### src/rtl/shift_pkg.sv
// Shared types and helpers for the pipelined barrel shifter: op encoding,
// one mux level of the shifter, and the level-to-stage placement rule.
package shift_pkg;

  typedef enum logic [1:0] {
    SH_SHL = 2'b00,
    SH_SHR = 2'b01,
    SH_ROR = 2'b10,
    SH_SRA = 2'b11
  } shift_op_e;

  // Widest datapath the helper functions handle; narrower widths are masked.
  localparam int MAX_W = 64;

  function automatic int level_stage(input int level, input int stages, input int levels);
    return (level * stages) / levels;
  endfunction

  // One mux level: shifts by 2**j when amtBit is set, otherwise passes data.
  function automatic logic [MAX_W-1:0] shift_level(
    input logic [MAX_W-1:0] data,
    input shift_op_e        op,
    input logic             fill,
    input logic             amtBit,
    input int               j,
    input int               width
  );
    logic [MAX_W-1:0] mask;
    logic [MAX_W-1:0] topBits;
    logic [MAX_W-1:0] shifted;
    int               s;
    s       = 1 << j;
    mask    = (width >= MAX_W) ? {MAX_W{1'b1}} : ((MAX_W'(1) << width) - MAX_W'(1));
    topBits = mask & ~(mask >> s);
    case (op)
      SH_SHL:  shifted = data << s;
      SH_SHR:  shifted = (data & mask) >> s;
      SH_SRA:  shifted = ((data & mask) >> s) | (fill ? topBits : '0);
      default: shifted = ((data & mask) >> s) | (data << (width - s));
    endcase
    return amtBit ? (shifted & mask) : data;
  endfunction

endpackage

### src/rtl/shift_stage.sv
// One pipeline stage of shift_pipe: the mux levels mapped to stage IDX
// followed by the stage register (valid, partial result, amount, op, fill).
module shift_stage
  import shift_pkg::*;
#(
  parameter int WIDTH  = 32,
  parameter int STAGES = 2,
  parameter int IDX    = 0,
  parameter int LEVELS = $clog2(WIDTH)
) (
  input  logic              clk,
  input  logic              rst_n,
  input  logic              flush,
  input  logic              advance,
  input  logic              upValid,
  input  logic [WIDTH-1:0]  upData,
  input  logic [LEVELS-1:0] upSh,
  input  shift_op_e         upOp,
  input  logic              upFill,
  output logic              valid,
  output logic [WIDTH-1:0]  data,
  output logic [LEVELS-1:0] sh,
  output shift_op_e         op,
  output logic              fill
);

  logic [MAX_W-1:0] work;

  always_comb begin
    work              = '0;
    work[WIDTH-1:0]   = upData;
    for (int j = 0; j < LEVELS; j++) begin
      if (level_stage(j, STAGES, LEVELS) == IDX) begin
        work = shift_level(work, upOp, upFill, upSh[j], j, WIDTH);
      end
    end
  end

  // Flush only drops the valid bit; payload registers keep their contents.
  always_ff @(posedge clk or negedge rst_n) begin
    if (!rst_n) begin
      valid <= 1'b0;
      data  <= '0;
      sh    <= '0;
      op    <= SH_SHL;
      fill  <= 1'b0;
    end else if (flush) begin
      valid <= 1'b0;
    end else if (advance) begin
      valid <= upValid;
      if (upValid) begin
        data <= work[WIDTH-1:0];
        sh   <= upSh;
        op   <= upOp;
        fill <= upFill;
      end
    end
  end

endmodule

### src/rtl/shift_pipe.sv
// Pipelined barrel shifter (SHL/SHR/SRA/ROR) with valid/ready flow control,
// synchronous flush and zero/negative flags on the result.
module shift_pipe
  import shift_pkg::*;
#(
  parameter int WIDTH  = 32,
  parameter int STAGES = 2
) (
  input  logic             clk,
  input  logic             rst_n,
  input  logic             flush,
  input  logic             in_valid,
  output logic             in_ready,
  input  logic [1:0]       op,
  input  logic [WIDTH-1:0] a,
  input  logic [WIDTH-1:0] b,
  output logic             out_valid,
  input  logic             out_ready,
  output logic [WIDTH-1:0] res,
  output logic             z,
  output logic             n
);

  localparam int L = $clog2(WIDTH);

  // Handshake: a transfer happens at a rising edge when valid && ready are
  // both high on that port. in_ready is combinational from out_ready through
  // the stage valid chain (no skid buffer), and is held low during flush.
  // out_valid/res never change while out_valid is high and out_ready is low.

  logic             stValid [STAGES];
  logic [WIDTH-1:0] stData  [STAGES];
  logic [L-1:0]     stSh    [STAGES];
  shift_op_e        stOp    [STAGES];
  logic             stFill  [STAGES];
  logic             advance [STAGES];

  // A stage moves when it is empty or the stage after it moves.
  always_comb begin : advChain
    logic down;
    down = out_ready;
    for (int k = STAGES - 1; k >= 0; k--) begin
      advance[k] = !stValid[k] || down;
      down       = advance[k];
    end
  end

  for (genvar k = 0; k < STAGES; k++) begin : gStage
    logic             upValid;
    logic [WIDTH-1:0] upData;
    logic [L-1:0]     upSh;
    shift_op_e        upOp;
    logic             upFill;

    if (k == 0) begin : gHead
      assign upValid = in_valid && !flush;
      assign upData  = a;
      assign upSh    = b[L-1:0];
      assign upOp    = shift_op_e'(op);
      assign upFill  = a[WIDTH-1];
    end else begin : gBody
      assign upValid = stValid[k-1];
      assign upData  = stData[k-1];
      assign upSh    = stSh[k-1];
      assign upOp    = stOp[k-1];
      assign upFill  = stFill[k-1];
    end

    shift_stage #(
      .WIDTH  (WIDTH),
      .STAGES (STAGES),
      .IDX    (k),
      .LEVELS (L)
    ) uStage (
      .clk     (clk),
      .rst_n   (rst_n),
      .flush   (flush),
      .advance (advance[k]),
      .upValid (upValid),
      .upData  (upData),
      .upSh    (upSh),
      .upOp    (upOp),
      .upFill  (upFill),
      .valid   (stValid[k]),
      .data    (stData[k]),
      .sh      (stSh[k]),
      .op      (stOp[k]),
      .fill    (stFill[k])
    );
  end

  assign in_ready  = advance[0] && !flush;
  assign out_valid = stValid[STAGES-1];
  assign res       = stData[STAGES-1];
  assign z         = (res == '0);
  assign n         = res[WIDTH-1];

  // Control fields of the last stage and upper amount bits have no consumer.
  logic unusedTail;
  assign unusedTail = ^{stSh[STAGES-1], stOp[STAGES-1], stFill[STAGES-1], b[WIDTH-1:L]};

endmodule

### config.mk
export PLATFORM = sky130hd
export DESIGN_NAME = shift_pipe
export DESIGN_NICKNAME = d
export VERILOG_FILES = /design/src/rtl/shift_pkg.sv /design/src/rtl/shift_stage.sv /design/src/rtl/shift_pipe.sv
export SDC_FILE = /design/constraint.sdc
export NUM_CORES = 1
export LEC_CHECK = 0
export CAP_MARGIN = 20
export CORE_MARGIN = 2
export CORE_UTILIZATION = 51
export DETAILED_ROUTE_END_ITERATION = 7
export GPL_ROUTABILITY_DRIVEN = 0
export MAX_ROUTING_LAYER = met4
export PLACE_DENSITY = 0.78
export REMOVE_ABC_BUFFERS = 1
export SLEW_MARGIN = 5
export SYNTH_ARGS = -nofsm -noshare
export SYNTH_HDL_FRONTEND = slang
export SYNTH_SLANG_ARGS = --single-unit
### constraint.sdc
create_clock -name clk -period 1.7 [get_ports clk]
set_input_delay 0.17 -clock clk [delete_from_list [all_inputs] [get_ports clk]]
set_output_delay 0.17 -clock clk [all_outputs]
set_load 0.01 [all_outputs]
==> results_dict.tcl <==
set metrics [dict create \
    critPathCaptureType "flop" \
    synthTopCellsByArea "dfrtp_1, nand2_1, o21ai_0" \
    grt_pass1_vias 8234 \
    grt_max_degree 72 \
    path_max_fanout 6 \
    overflow 0 \
    status "finished, violations left" \
    maxCapViolCount 0 \
    wl_per_cell_um 20.5 \
    syn_to_final_growth_pct 43.3 \
    clk_path_buf_depth 2 \
    violations "setup timing" \
    fill_cells 938 \
    io_buffers 79 \
    post_dp_cell_area_um2 9310 \
    wl_mm 28.1 \
    die_h_um 121 \
    critical_path_arrival_ns 2.03 \
    hold_depth 3 \
    fin_skew_ns 0.00821 \
    p_leak_nw 4.25 \
    synth_cell_types 65 \
    final-setup-viol-count 4 \
    fin_area_um2 10000 \
    dpl.hpwl_mm 20.4 \
    synth_area_per_cell_um2 7.21 \
    vias_per_cell 6.72 \
    drv_slew 0 \
    dp_cells 1342 \
    place_ws_ns -0.634 \
    clkTransAtPathRegs_ns 0.05 \
    synth_most_common_cell "nand2_1" \
    drtIter0Drc 1389 \
    grt_util_all_layers_pct 38.0 \
    tritoncts "yes" \
    fp-row-count 42 \
    nNetsFinal 1260 \
    post-route-period-util_pct 103 \
    ios 107 \
    rsz0062_at_grt "true" \
    final_cells 1367 \
    postRouteAntennaNets 0 \
    grt_pass1_wl_mm 43.2 \
    synth.cells.most_frequent "nand2_1, nor2_1, o21ai_0" \
    drcViolationCount 0 \
    rr_worst_depth 4 \
    cts-buffers-inserted 9 \
    dieArea_um2 14700 \
    coreArea_um2 13300 \
    critical_path_class "flop to flop" \
    htreeDepth 3 \
    layout-drive-gt1-share_pct 28.7 \
    power-per-cell-area_nw_per_um2 802 \
    drt-pass1-iter-count 6 \
    critical_path_required_ns 1.98 \
    tightest_slew_ns 0.455 \
    synth_edf_count 0 \
    max_slew_margin_pct 69.4 \
    initial_core_util_pct 52.6 \
    synth_area_um2 7000 \
    async_flop_share_pct 100 \
    antenna_found_initial 0 \
    hold_viol 0 \
    vdd_drop_max_uv 554 \
    period_needed_ns 1.76 \
    start_kind "flop" \
    ys_ff_latch 71 \
    route.vias.total 9188 \
    antennaDiodeCount 0 \
    cts.sink_count 71 \
    hp-class "input port to flop" \
    max_freq_mhz 569 \
    clkLatencyLatePin_ns 0.34 \
    setup_ws_ns -0.0567 \
    ys.flop_type "dfrtp_1" \
    syn_inst 970 \
    finalCoreUtilization_pct 75.4 \
    synth_top_area_share_pct 25.4 \
    synth-seq-area-share_pct 25.4 \
    fp.dieW_um 121 \
    cts-root-buf "clkbuf_16" \
    yosys.area.top_type "dfrtp_1" \
    ys_warn_count 0 \
]
## area by class of cell
| cell class | instances | area (µm²) | area share, % |
|---|---|---|---|
| multi-input cells | 786 | 5000 | 49.9 |
| repair buffers | 310 | 2740 | 27.3 |
| flip-flops and latches | 71 | 1780 | 17.7 |
| clock buffers | 11 | 243 | 2.42 |
| well taps | 176 | 220 | 2.20 |
| inverters | 11 | 41.3 | 0.412 |
| clock inverters | 2 | 10.0 | 0.0998 |
## final timing paths
check | start | to | slack (ns)
setup / recovery | gStage[1].uStage.valid | gStage[0].uStage.data[8] | -0.06
hold / removal | b[3] | gStage[0].uStage.sh[3] | 0.37
setup reg to reg | gStage[1].uStage.valid | gStage[0].uStage.data[8] | -0.06
hold reg to reg | gStage[1].uStage.data[10] | gStage[1].uStage.data[10] | 0.51
max in group asynchronous | rst_n | gStage[0].uStage.op[0] | 0.98
min in group asynchronous | rst_n | gStage[1].uStage.data[3] | 0.41
## worst max-delay path: stages, from the launching register on
cell and delay (ns):
dfrtp_1 0.38, and3b_2 0.27, or3_4 0.47, or4_4 0.51, nand3_2 0.07
## cell usage in the layout (no fill, tap or decap), types with 4 or more instances in the layout
| cell type | synthesis | layout |
|---|---|---|
| buf_4 | 2 | 207 |
| nand2_1 | 167 | 166 |
| nor2_1 | 86 | 85 |
| o21ai_0 | 79 | 74 |
| dfrtp_1 | 71 | 70 |
| clkdlybuf4s50_1 | 0 | 70 |
| a21oi_1 | 75 | 67 |
| nand3_1 | 38 | 37 |
| a31oi_1 | 41 | 35 |
| mux2i_1 | 26 | 26 |
| nand2b_1 | 21 | 20 |
| o22ai_1 | 19 | 19 |
| a311oi_1 | 20 | 16 |
| o211ai_1 | 16 | 16 |
| a211oi_1 | 16 | 15 |
| mux2_2 | 14 | 14 |
| buf_12 | 0 | 12 |
| mux4_2 | 11 | 11 |
| clkbuf_16 | 0 | 11 |
| buf_6 | 1 | 10 |
| nand4_1 | 9 | 9 |
| nor4_1 | 11 | 8 |
| a32oi_1 | 9 | 8 |
| or3b_1 | 9 | 8 |
| inv_1 | 8 | 8 |
| a22oi_1 | 10 | 8 |
| a21oi_2 | 0 | 8 |
| a31oi_2 | 0 | 6 |
| a311oi_2 | 2 | 6 |
| nor3_1 | 8 | 6 |
| o2111ai_1 | 8 | 6 |
| nor2b_1 | 7 | 5 |
| o221ai_1 | 6 | 5 |
| o211a_1 | 5 | 5 |
| and2_1 | 5 | 5 |
| or3b_2 | 5 | 4 |
| o21ai_1 | 0 | 4 |
| a211o_1 | 4 | 4 |
## report_power, final
group	switching [mW]	leakage, nW	internal (mW)
Sequential	0.412	0.874	2.07
Combinational	1.98	3.25	1.92
Clock	0.671	0.127	0.996
Total	3.06	4.25	4.98
## state kept, by name, indices dropped and copies added (netlist names)
register	flops
gStage.uStage.fill	1
gStage.uStage.valid	2
gStage.uStage.data	64
gStage.uStage.op	2
gStage.uStage.sh	2
## metal layers
metal	share of wire, %	global-route usage (%)	wire (µm)
met2	45	57.9	12700
met3	11	8.55	3220
met1	37	47.6	10400
met5	0	-	0
met4	6.5	19.3	1830
## per-stage QoR
stage / TNS [ns] / power (mW) / hold WS (ns)
final: -0.165 / 8.04 / 0.374
after floorplan: -29.42 / 4.02 / -0.126
after global placement: -16.82 / 5.97 / 0.219
after global routing: -0.804 / 8.42 / 0.412
after detailed placement: -18.04 / 6.07 / 0.227
after CTS: -0.188 / 7.75 / 0.367
## cells by family (layout without fill, tap and decap cells)
kind of cell    Yosys count  after routing  share of synthesized area, %
flops                    71             71                          25.4
mux                      51             51                          9.51
compound gates          348            348                          32.7
simple gates            387            387                          25.4
buf+inv                 113            334                          6.99
## repair_timing
action / in CTS / in global routing
hold buffers: 1 / 0
endpoints found under the hold margin: 71 / 0
pin swaps: 1 / 17
resized for setup: 25 / 63
gates cloned: 0 / 2
buffers inserted: 0 / 9
endpoints found under the setup margin: 38 / 52
Note: power is estimated with default switching activity, not from simulation.
